--- src/rtl/chroni_pkg.sv ---
// Shared chroni definitions: bus widths and the VRAM arbiter's state and owner
// encodings.
package chroni_pkg;

    localparam int ADDR_W = 13;
    localparam int PAGE_W = 8;
    localparam int DATA_W = 8;

    typedef enum logic {
        IDLE = 1'b0,
        BUSY = 1'b1
    } arb_state_t;

    typedef enum logic {
        OWN_VID = 1'b0,
        OWN_CPU = 1'b1
    } owner_t;

endpackage

--- src/rtl/chroni_mem_arbiter.sv ---
// VRAM port arbiter between video fetch (priority) and CPU, with a starvation
// guard for the CPU and a bus timeout that aborts hung memory cycles.
module chroni_mem_arbiter
    import chroni_pkg::*;
#(
    parameter int CPU_MAX_WAIT = 4,
    parameter int TIMEOUT      = 255
) (
    input  logic              vga_clk,
    input  logic              reset_n,
    input  logic [ADDR_W-1:0] vid_addr,
    input  logic [PAGE_W-1:0] vid_page,
    input  logic              vid_req,
    output logic              vid_ack,
    output logic [DATA_W-1:0] vid_rdata,
    input  logic [ADDR_W-1:0] cpu_addr,
    input  logic [PAGE_W-1:0] cpu_page,
    input  logic              cpu_we,
    input  logic [DATA_W-1:0] cpu_wdata,
    input  logic              cpu_req,
    output logic              cpu_ack,
    output logic [DATA_W-1:0] cpu_rdata,
    output logic [ADDR_W-1:0] mem_addr,
    output logic [PAGE_W-1:0] mem_page,
    output logic              mem_we,
    output logic [DATA_W-1:0] mem_wdata,
    output logic              mem_req,
    input  logic              mem_ack,
    input  logic [DATA_W-1:0] mem_rdata,
    output logic              timeout_err,
    input  logic              clr_err
);

    localparam logic [2:0] MAX_WAIT = 3'(CPU_MAX_WAIT);
    // The abort fires on the edge that ends the TIMEOUT-th BUSY cycle.
    localparam logic [7:0] TMO_LAST = 8'(TIMEOUT - 1);

    arb_state_t        state, state_nxt;
    owner_t            owner, owner_nxt;
    logic [2:0]        starve_cnt, starve_nxt;
    logic [7:0]        tmo_cnt, tmo_nxt;
    logic              vid_ack_nxt, cpu_ack_nxt, mem_req_nxt, mem_we_nxt, err_nxt;
    logic [DATA_W-1:0] vid_rdata_nxt, cpu_rdata_nxt, mem_wdata_nxt;
    logic [ADDR_W-1:0] mem_addr_nxt;
    logic [PAGE_W-1:0] mem_page_nxt;

    always_ff @(posedge vga_clk or negedge reset_n) begin
        if (!reset_n) begin
            state       <= IDLE;
            owner       <= OWN_VID;
            starve_cnt  <= '0;
            tmo_cnt     <= '0;
            vid_ack     <= 1'b0;
            vid_rdata   <= '0;
            cpu_ack     <= 1'b0;
            cpu_rdata   <= '0;
            mem_addr    <= '0;
            mem_page    <= '0;
            mem_we      <= 1'b0;
            mem_wdata   <= '0;
            mem_req     <= 1'b0;
            timeout_err <= 1'b0;
        end else begin
            state       <= state_nxt;
            owner       <= owner_nxt;
            starve_cnt  <= starve_nxt;
            tmo_cnt     <= tmo_nxt;
            vid_ack     <= vid_ack_nxt;
            vid_rdata   <= vid_rdata_nxt;
            cpu_ack     <= cpu_ack_nxt;
            cpu_rdata   <= cpu_rdata_nxt;
            mem_addr    <= mem_addr_nxt;
            mem_page    <= mem_page_nxt;
            mem_we      <= mem_we_nxt;
            mem_wdata   <= mem_wdata_nxt;
            mem_req     <= mem_req_nxt;
            timeout_err <= err_nxt;
        end
    end

    always_comb begin
        state_nxt     = state;
        owner_nxt     = owner;
        starve_nxt    = starve_cnt;
        tmo_nxt       = tmo_cnt;
        vid_ack_nxt   = 1'b0;
        cpu_ack_nxt   = 1'b0;
        vid_rdata_nxt = vid_rdata;
        cpu_rdata_nxt = cpu_rdata;
        mem_addr_nxt  = mem_addr;
        mem_page_nxt  = mem_page;
        mem_we_nxt    = mem_we;
        mem_wdata_nxt = mem_wdata;
        mem_req_nxt   = mem_req;
        err_nxt       = clr_err ? 1'b0 : timeout_err;

        case (state)
            IDLE: begin
                if (!cpu_req) starve_nxt = '0;
                if (cpu_req && (!vid_req || starve_cnt == MAX_WAIT)) begin
                    owner_nxt     = OWN_CPU;
                    mem_addr_nxt  = cpu_addr;
                    mem_page_nxt  = cpu_page;
                    mem_we_nxt    = cpu_we;
                    mem_wdata_nxt = cpu_wdata;
                    starve_nxt    = '0;
                    mem_req_nxt   = 1'b1;
                    tmo_nxt       = '0;
                    state_nxt     = BUSY;
                end else if (vid_req) begin
                    owner_nxt     = OWN_VID;
                    mem_addr_nxt  = vid_addr;
                    mem_page_nxt  = vid_page;
                    mem_we_nxt    = 1'b0;
                    mem_wdata_nxt = '0;
                    if (cpu_req && starve_cnt != 3'd7) starve_nxt = starve_cnt + 3'd1;
                    mem_req_nxt   = 1'b1;
                    tmo_nxt       = '0;
                    state_nxt     = BUSY;
                end
            end
            BUSY: begin
                if (mem_ack) begin
                    mem_req_nxt = 1'b0;
                    state_nxt   = IDLE;
                    if (owner == OWN_CPU) begin
                        cpu_ack_nxt = 1'b1;
                        if (!mem_we) cpu_rdata_nxt = mem_rdata;
                    end else begin
                        vid_ack_nxt   = 1'b1;
                        vid_rdata_nxt = mem_rdata;
                    end
                end else if (tmo_cnt == TMO_LAST) begin
                    // Hung memory: release the port and hand the owner a poison byte.
                    mem_req_nxt = 1'b0;
                    state_nxt   = IDLE;
                    err_nxt     = 1'b1;
                    if (owner == OWN_CPU) begin
                        cpu_ack_nxt   = 1'b1;
                        cpu_rdata_nxt = 8'hFF;
                    end else begin
                        vid_ack_nxt   = 1'b1;
                        vid_rdata_nxt = 8'hFF;
                    end
                end else begin
                    tmo_nxt = tmo_cnt + 8'd1;
                end
            end
            default: state_nxt = IDLE;
        endcase
    end

endmodule

--- config.mk ---
export PLATFORM = sky130hd
export DESIGN_NAME = chroni_mem_arbiter
export DESIGN_NICKNAME = d
export VERILOG_FILES = /design/src/rtl/chroni_pkg.sv /design/src/rtl/chroni_mem_arbiter.sv
export SDC_FILE = /design/constraint.sdc
export NUM_CORES = 1
export LEC_CHECK = 0
export CORE_UTILIZATION = 40
export DETAILED_ROUTE_END_ITERATION = 8
export PLACE_DENSITY = 0.71
export SYNTH_ARGS = -nofsm -noshare
export SYNTH_HDL_FRONTEND = slang
export SYNTH_SLANG_ARGS = --single-unit
--- constraint.sdc ---
create_clock -name vga_clk -period 1.85 [get_ports vga_clk]
set_clock_uncertainty 0.15 [all_clocks]
set_input_delay 0.555 -clock vga_clk [delete_from_list [all_inputs] [get_ports vga_clk]]
set_output_delay 0.555 -clock vga_clk [all_outputs]
set_load 0.01 [all_outputs]
# Word level (Yosys, flattened, before mapping)
# Cells that the tools add are included.
[word_totals]
mem_bits_rw = 0
reg_bits = 63
mem_count = 0
latchBits = 0
input_bits = 65
rom_bits = 0
[op_classes]
n_eq_ne = 8
bitwise = 2
n_lt_le_gt_ge = 0
addsub = 2
reduce_logical = 11
n_shift = 0
mul = 0
n_div = 0
mux = 48
[op_table]
columns = ["operator", "count"]
rows = [
  ["8-bit two-way mux", 16],
  ["13-bit two-way mux", 2],
  ["1-bit two-way mux", 23],
  ["8-bit one-hot mux with 2 select lines", 1],
  ["3-bit two-way mux", 4],
  ["8-bit by 1-bit adder with 8-bit output, second input constant", 1],
  ["8-bit == test, second input constant", 1],
  ["2-bit inequality test, second input constant", 3],
  ["3-bit inequality test, second input constant", 2],
  ["3-bit AND reduction", 2],
  ["1-bit one-hot mux with 2 select lines", 2],
  ["2-bit AND reduction", 2],
  ["4-bit AND reduction", 1],
  ["2-bit nonzero test", 2],
  ["3-bit by 1-bit adder with 3-bit output, second input constant", 1],
  ["3-bit == test, second input constant", 1],
  ["3-bit by 2-bit inequality test with 1-bit output, second input constant", 1],
  ["1-bit logical AND", 2],
  ["1-bit inverter", 2],
  ["1-bit logical NOT", 1],
  ["1-bit logical OR", 1],
]

# Logic depth before layout (Yosys ltp)
# Gate-level depths: netlist (run 1).
[depth]
ltp_word = 5
ltp_mapped = 7

# Worst setup path after synthesis (run 1)
# No wires, ideal clock.
[synth_timing]
path_kind = "input -> register"
from = "input port vid_req"
to = "register tmo_cnt[6]"
arrival_time_ns = 1.427
required_time_ns = 1.590
slack_ns = 0.163
path_stages = 5
n_path_buf = 1
path_cell_list = "or3_1 -> nand2_2 -> buf_6 -> o311ai_1 -> o41ai_1"
[synth_via]
elab_chain_len = 5
[synth_lines]
columns = ["element", "line_no", "rtl"]
rows = [
  ["from (decl)", "chroni_mem_arbiter.sv:13", "input logic vid_req,"],
  ["1-bit logical NOT", "chroni_mem_arbiter.sv:100", "if (cpu_req && (!vid_req || starve_cnt == MAX_WAIT)) begin"],
  ["1-bit logical OR", "chroni_mem_arbiter.sv:100", ""],
  ["1-bit logical AND", "chroni_mem_arbiter.sv:100", ""],
  ["3-bit inequality test (no source line) / 8-bit two-way mux (equally long branches)", "-", ""],
  ["3-bit AND reduction (no source line) / 8-bit one-hot mux with 2 select lines (equally long branches)", "-", ""],
  ["to (signal assigned)", "chroni_mem_arbiter.sv:67", "tmo_cnt <= tmo_nxt;"],
  ["to (decl)", "chroni_mem_arbiter.sv:41", "logic [7:0] tmo_cnt, tmo_nxt;"],
]
# Several ways; a longest one is shown, not always the timed one.
# A chain may end at the register's enable or synchronous reset.

# Worst setup path in the final report (run 1)
[layout_timing]
from = "register tmo_cnt[0]"
to = "register cpu_rdata[5]"
[layout_via]
elab_chain_len = 3
[layout_lines]
columns = ["element", "line_no", "rtl"]
rows = [
  ["8-bit == test", "chroni_mem_arbiter.sv:133", "end else if (tmo_cnt == TMO_LAST) begin"],
  ["2-bit nonzero test (no source line)", "-", ""],
  ["4-bit AND reduction (no source line)", "-", ""],
  ["to (signal assigned)", "chroni_mem_arbiter.sv:71", "cpu_rdata <= cpu_rdata_nxt;"],
  ["to (decl)", "chroni_mem_arbiter.sv:22", "output logic [DATA_W-1:0] cpu_rdata,"],
]
# No other way between the ends.

==> results of run 1 <==
power by group through the flow:
stage / sequential [uW] / clock, uW / combinational (uW)
after floorplan: 2020 / 0 / 487
after global placement: 1910 / 0 / 1440
after detailed placement: 1920 / 0 / 1470
after CTS: 1890 / 1390 / 1290
after global routing: 1940 / 1450 / 1470
final: 1890 / 1370 / 1350
per-layer routing:
metal,vias to the layer above,part of all wire [%],GRT usage [%]
met5,-,0,0
met4,0,2.0,8.94
met3,14,4.5,5.05
met2,60,48,31.2
met1,1162,45,27.3
li1,1185,-,-
sequential cells by signal, summed over array words and instances (netlist names), 3 cells and up:
| register | cells |
|---|---|
| cpu_rdata | 8 |
| mem_addr | 13 |
| mem_page | 8 |
| mem_wdata | 8 |
| starve_cnt | 3 |
| tmo_cnt | 8 |
| vid_rdata | 8 |
what timing repair did:
action                                  in CTS  in global routing
cloned                                       0                  1
pin swaps                                    0                  3
gates resized for setup                     52                  9
endpoints found under the setup margin      65                 44
buffers inserted                             0                  6
metrics by stage:
stage	util (%)	TNS, ns	setup slack [ns]	instances	hold WS [ns]
2_1_floorplan	-	0	0.163	243	0.109
3_3_place_gp	61.6	-18.07	-0.431	462	0.312
6_report	66.0	0	0.0898	485	0.0688
5_1_grt	66.0	-0.0843	-0.0219	485	0.0905
4_1_cts	64.1	0	0.00135	478	0.0844
3_5_place_dp	61.6	-20.12	-0.510	462	0.320
cells in the mapped netlist, drive strengths merged (2+ instances only):
master,count
o211ai,2
nand2b,3
nor3,2
mux2i,22
o41ai,2
a32o,2
a31oi,3
o22ai,9
nor2,5
buf,7
o22a,8
a22o,10
nand3,5
nand2,31
dfrtp,63
a2bb2oi,7
inv,5
a21oi,6
clkinv,2
clkbuf,3
o21ai,24
ha,5
kinds of logic (layout without fill, tap and decap cells):
family / count (synthesis) / count (layout) / synth area share [%]
AO/OA/AOI/OAI: 80 / 80 / 20.9
XOR/XNOR: 1 / 1 / 0.308
AND/OR/NAND/NOR: 55 / 55 / 10.1
multiplexers: 22 / 22 / 7.75
adder cells (fa/ha/maj): 5 / 5 / 2.20
buffers and inverters: 17 / 163 / 3.26
flip-flops: 63 / 63 / 55.5
worst max path at each step:
stage	from	end	slack [ns]	depth (start not counted)
2_1_floorplan	vid_req	tmo_cnt[6]	0.16	5
3_3_place_gp	vid_req	mem_wdata[4]	-0.43	5
3_5_place_dp	vid_req	mem_wdata[5]	-0.51	5
4_1_cts	tmo_cnt[0]	tmo_cnt[4]	0.001	7
5_1_grt	tmo_cnt[0]	tmo_cnt[3]	-0.02	7
6_report	tmo_cnt[0]	cpu_rdata[5]	0.09	6
area by class of cell:
class                      instances  share of cell area [%]
sequential                        63                    35.0
timing repair buffer             140                    29.8
multi-input combinational        163                    26.8
clock buffer                      11                    3.36
tap                               96                    2.66
clock inverter                     5                    1.78
inverter                           7                   0.583
==> results.py, run 1 <==
metrics = {
    "global_route": {
        "grt_max_degree": 64,
        "gr-total-overflow": 0,
        "track_usage_pct": 20.3,
        "grt_pass1_vias": 2427,
        "grt_first_pass_wirelength_mm": 11.6,
        "antenna_found_initial": 0,
    },
    "power_and_ir_drop": {
        "power.total_uw": 4610,
        "intPower_uw": 3240,
        "power_density_mw_per_mm2": 1020,
        "vdd_drop_max_mv": 0.761,
        "p_leak_uw": 0.00215,
        "p_comb_share_pct": 29.2,
        "pwr-share-seq_pct": 41.0,
        "p_switching_uw": 1370,
        "p_sw_share_pct": 29.7,
        "clkPwrFrac_pct": 29.8,
    },
    "timing": {
        "hold_viol_final": 0,
        "finalSetupViolCount": 0,
        "fmax_mhz": 568,
        "worst_pin_slew_ns": 0.454,
        "drv_slew": 0,
        "min_period_ns": 1.76,
        "relSlewSlack_pct": 69.7,
        "period_share_pct": 95.1,
        "rsz0062_at_grt": "true",
    },
    "yosys": {
        "synth_seq_cells": 63,
        "synth_top_cell_by_area": "dfrtp_1",
        "syn_inst": 243,
        "synth_area_leaders": "dfrtp_1, mux2i_1, o21ai_0",
        "synthFlopType": "dfrtp_1",
        "yosysSeqAreaShare_pct": 55.5,
        "yosysWarnings": 0,
        "synthArstFlopShare_pct": 100,
        "synth.distinct_cells": 47,
        "synth_area_sq_mm": 0.00284,
        "synth_edf_count": 0,
        "synth_top_area_share_pct": 55.5,
        "synth_fp_nets": 313,
        "syn_avg_cell_area_sq_um": 11.7,
    },
    "setup_path": {
        "r2r.worst_path.cells": 6,
        "cp.required_ns": 1.95,
        "critical_path_class": "flip-flop to flip-flop",
        "critPathMaxStageDelay_ns": 0.44,
        "crit_path_max_fanout": 8,
        "crit_family": "flip-flops",
        "rr_endpoint": "cpu_rdata[5]",
        "arrival_ns": 1.86,
        "critPathBufInv": 2,
        "crit_chain": "inv_1, ha_1, a41oi_4, buf_4, nor2_4, a2bb2oi_1",
        "setup.worst_path.end_class": "flip-flop",
        "r2r_setup_slack_ns": 0.09,
        "crit_slowest_cell": "dfrtp_1",
        "r2r_start": "tmo_cnt[0]",
        "cp-start-kind": "flip-flop",
    },
    "clock_network": {
        "cts_root_buf": "clkbuf_8",
        "ctsHoldBuffers": 0,
        "clk_pin_slew_worst_paths_ns": 0.07,
        "cts_max_level": 3,
        "clock_latency_ns": 0.33,
        "cts_tree": "done",
        "clock_tree.buffer_depth": 2,
        "cts-buffers-inserted": 9,
        "clock_sinks": 63,
    },
    "place": {
        "port_buffers": 114,
        "place_congestion": 0.749,
        "dp_hpwl_mm": 5.03,
        "place_area_sq_mm": 0.00421,
    },
    "die": {
        "die_area_sq_mm": 0.00745,
        "io_pins": 115,
        "row_count": 30,
        "dieHeight_um": 86.3,
        "initial_core_util_pct": 41.6,
        "die_w_um": 86.3,
        "coreArea_sq_mm": 0.00683,
    },
    "cells_and_area": {
        "seq_area_sq_mm": 0.00158,
        "fin_area_sq_mm": 0.00451,
        "fillers": 574,
        "syn2layout_area_growth_pct": 58.7,
        "nNetsFinal": 454,
        "n_antenna_cell": 0,
        "drive_gt1_share_pct": 16.7,
        "multiInputGateArea_sq_mm": 0.00121,
        "mostFrequentLayoutCells": "dfrtp_1, clkdlybuf4s50_1, dlygate4sd2_1",
        "final_common_cell": "dfrtp_1",
    },
    "drt": {
        "vias": 2421,
        "viasPerCell": 4.99,
        "drtPass1Iterations": 4,
        "drt-initial-drc-count": 120,
        "drt-total-wl_mm": 7.26,
        "remaining_drc_errors": 0,
        "ant_nets": 0,
        "wire_per_inst_um": 15.0,
    },
    "hold_path": {
        "min_path_type": "input port to async pin",
    },
    "run_status": {
        "outcome": "finished clean",
    },
    "job": {
        "drv_cap": 0,
    },
}
Power figures use the tool's default switching activity.
==> run 2: changes to the inputs <==
--- a/config.mk
+++ b/config.mk
@@ -5,6 +5,7 @@
 export SDC_FILE = /design/constraint.sdc
 export NUM_CORES = 1
 export LEC_CHECK = 0
+export CORE_MARGIN = 10
 export CORE_UTILIZATION = 40
 export DETAILED_ROUTE_END_ITERATION = 8
 export PLACE_DENSITY = 0.71
==> run 2 against run 1 <==
Combinational power barely moved; final cell count rose by 0.41%; wire length is 13% higher; power down 3.9%; global-route usage is 5.8 points lower; critical endpoint is now cpu_rdata[6].
==> results.py, run 2 (synthesized netlist as in run 1, its figures left out) <==
metrics = {
    "place": {
        "dp_hpwl_mm": 5.95,
        "dp_cells": 463,
        "pre_cts_ws_ns": -0.499,
        "port_buffers": 114,
        "place_congestion": 0.782,
    },
    "timing": {
        "timing.hold.ws_ns": 0.0714,
        "setup_slack_ns": 0.101,
        "finalSetupViolCount": 0,
        "min_period_ns": 1.75,
        "relSlewSlack_pct": 69.1,
        "hold_viol_final": 0,
        "period_share_pct": 94.5,
        "worst_pin_slew_ns": 0.463,
        "fmax_mhz": 572,
        "drv_slew": 0,
        "tns_ns": 0,
    },
    "clock_network": {
        "clock_latency_ns": 0.33,
        "clock_sinks": 63,
        "clock_tree.buffer_depth": 2,
        "cts_max_level": 3,
        "clk_pin_slew_worst_paths_ns": 0.07,
        "cts_root_buf": "clkbuf_8",
        "cts-buffers-inserted": 9,
        "cts_tree": "done",
    },
    "setup_path": {
        "crit_path_max_fanout": 4,
        "cp-start-kind": "flip-flop",
        "cp_num_cells": 1,
        "r2r.worst_path.cells": 3,
        "critical_path_class": "flip-flop to primary output",
        "crit_slowest_cell": "dfrtp_1",
        "critPathMaxStageDelay_ns": 0.41,
        "cp.required_ns": 1.14,
        "critPathBufInv": 1,
        "crit_chain": "dlygate4sd2_1",
        "setup.worst_path.end_class": "primary output",
        "arrival_ns": 1.04,
        "crit_family": "flip-flops",
    },
    "die": {
        "die_w_um": 104,
        "io_pins": 115,
        "coreArea_sq_mm": 0.00683,
        "die_area_sq_mm": 0.0109,
        "initial_core_util_pct": 41.6,
        "dieHeight_um": 104,
        "row_count": 30,
    },
    "drt": {
        "wire_per_inst_um": 16.9,
        "remaining_drc_errors": 0,
        "ant_nets": 0,
        "vias": 2447,
        "drt-total-wl_mm": 8.24,
        "drtPass1Iterations": 4,
        "drt-initial-drc-count": 87,
        "viasPerCell": 5.02,
    },
    "global_route": {
        "antenna_found_initial": 0,
        "grt_first_pass_wirelength_mm": 13.0,
        "busiest_layer": "met2",
        "grt_max_degree": 64,
        "grtUsageMet1_pct": 17.1,
        "grt_pass1_vias": 2564,
        "use_met2_pct": 24.0,
        "use_met3_pct": 4.77,
        "gr-total-overflow": 0,
        "track_usage_pct": 14.5,
    },
    "cells_and_area": {
        "drive_gt1_share_pct": 17.4,
        "largest_reg_flops": 13,
        "n_antenna_cell": 0,
        "final_common_cell": "dfrtp_1",
        "syn2layout_area_growth_pct": 58.3,
        "nNetsFinal": 456,
        "stdcell_count": 487,
        "regMostFlops": "mem_addr",
        "mostFrequentLayoutCells": "dfrtp_1, clkdlybuf4s50_1, dlygate4sd2_1",
    },
    "power_and_ir_drop": {
        "pwr-share-seq_pct": 42.7,
        "vdd_drop_max_mv": 0.684,
        "p_leak_uw": 0.00215,
        "power.total_uw": 4430,
        "p_comb_share_pct": 30.4,
        "intPower_uw": 3070,
        "p_switching_uw": 1370,
        "power_density_mw_per_mm2": 986,
        "p_sw_share_pct": 30.8,
        "clkPwrFrac_pct": 26.9,
    },
    "job": {
        "drv_cap": 0,
    },
    "run_status": {
        "outcome": "finished clean",
    },
    "hold_path": {
        "min_path_type": "input port to async pin",
    },
}
==> run 2: final cells by class <==
| cell class | instances | area [sq um] |
|---|---|---|
| clock inverters | 6 | 60.1 |
| fillers | 574 | 2330 |
| flip-flops and latches | 63 | 1580 |
| multi-input cells | 163 | 1200 |
| well taps | 96 | 120 |
| repair buffers | 142 | 1370 |
| inverters | 7 | 26.3 |
| clock buffers | 10 | 138 |
==> run 2: power groups by stage <==
stage          Sequential (uW)  Clock [uW]  Combinational (uW)
6_report                  1890        1190                1350
5_1_grt                   1940        1280                1480
4_1_cts                   1890        1220                1310
3_5_place_dp              1920           0                1480
3_3_place_gp              1910           0                1460
2_1_floorplan             2020           0                 487
==> run 2: path summary, 6_finish.rpt <==
check	slack (ns)	start	end
worst max-delay path	0.10	cpu_rdata[6]	cpu_rdata[6]
worst min-delay path	0.07	reset_n	vid_rdata[1]
worst max register to register	0.14	state	tmo_cnt[5]
worst min register to register	0.32	mem_page[6]	mem_page[6]
max in group asynchronous	1.17	reset_n	tmo_cnt[3]
min in group vga_clk	0.32	mem_page[6]	mem_page[6]
==> run 2: repair_timing <==
item	CTS	global route
resized for setup	53	8
setup buffers	3	3
hold buffers	0	0
gates cloned	0	2
setup endpoints to repair	76	20
pin swaps	0	1
==> run 2: routing by layer <==
layer / wire, um / vias up
met1: 3540 / 1181
met2: 4130 / 68
met4: 99 / 0
li1: - / 1186
met3: 478 / 12
met5: 0 / -
==> run 2: per-stage QoR <==
stage	area (sq um)	utilization (%)
3_5_place_dp	4230	61.9
3_3_place_gp	4230	61.9
2_1_floorplan	2840	-
4_1_cts	4400	64.3
6_report	4500	65.8
5_1_grt	4500	65.8
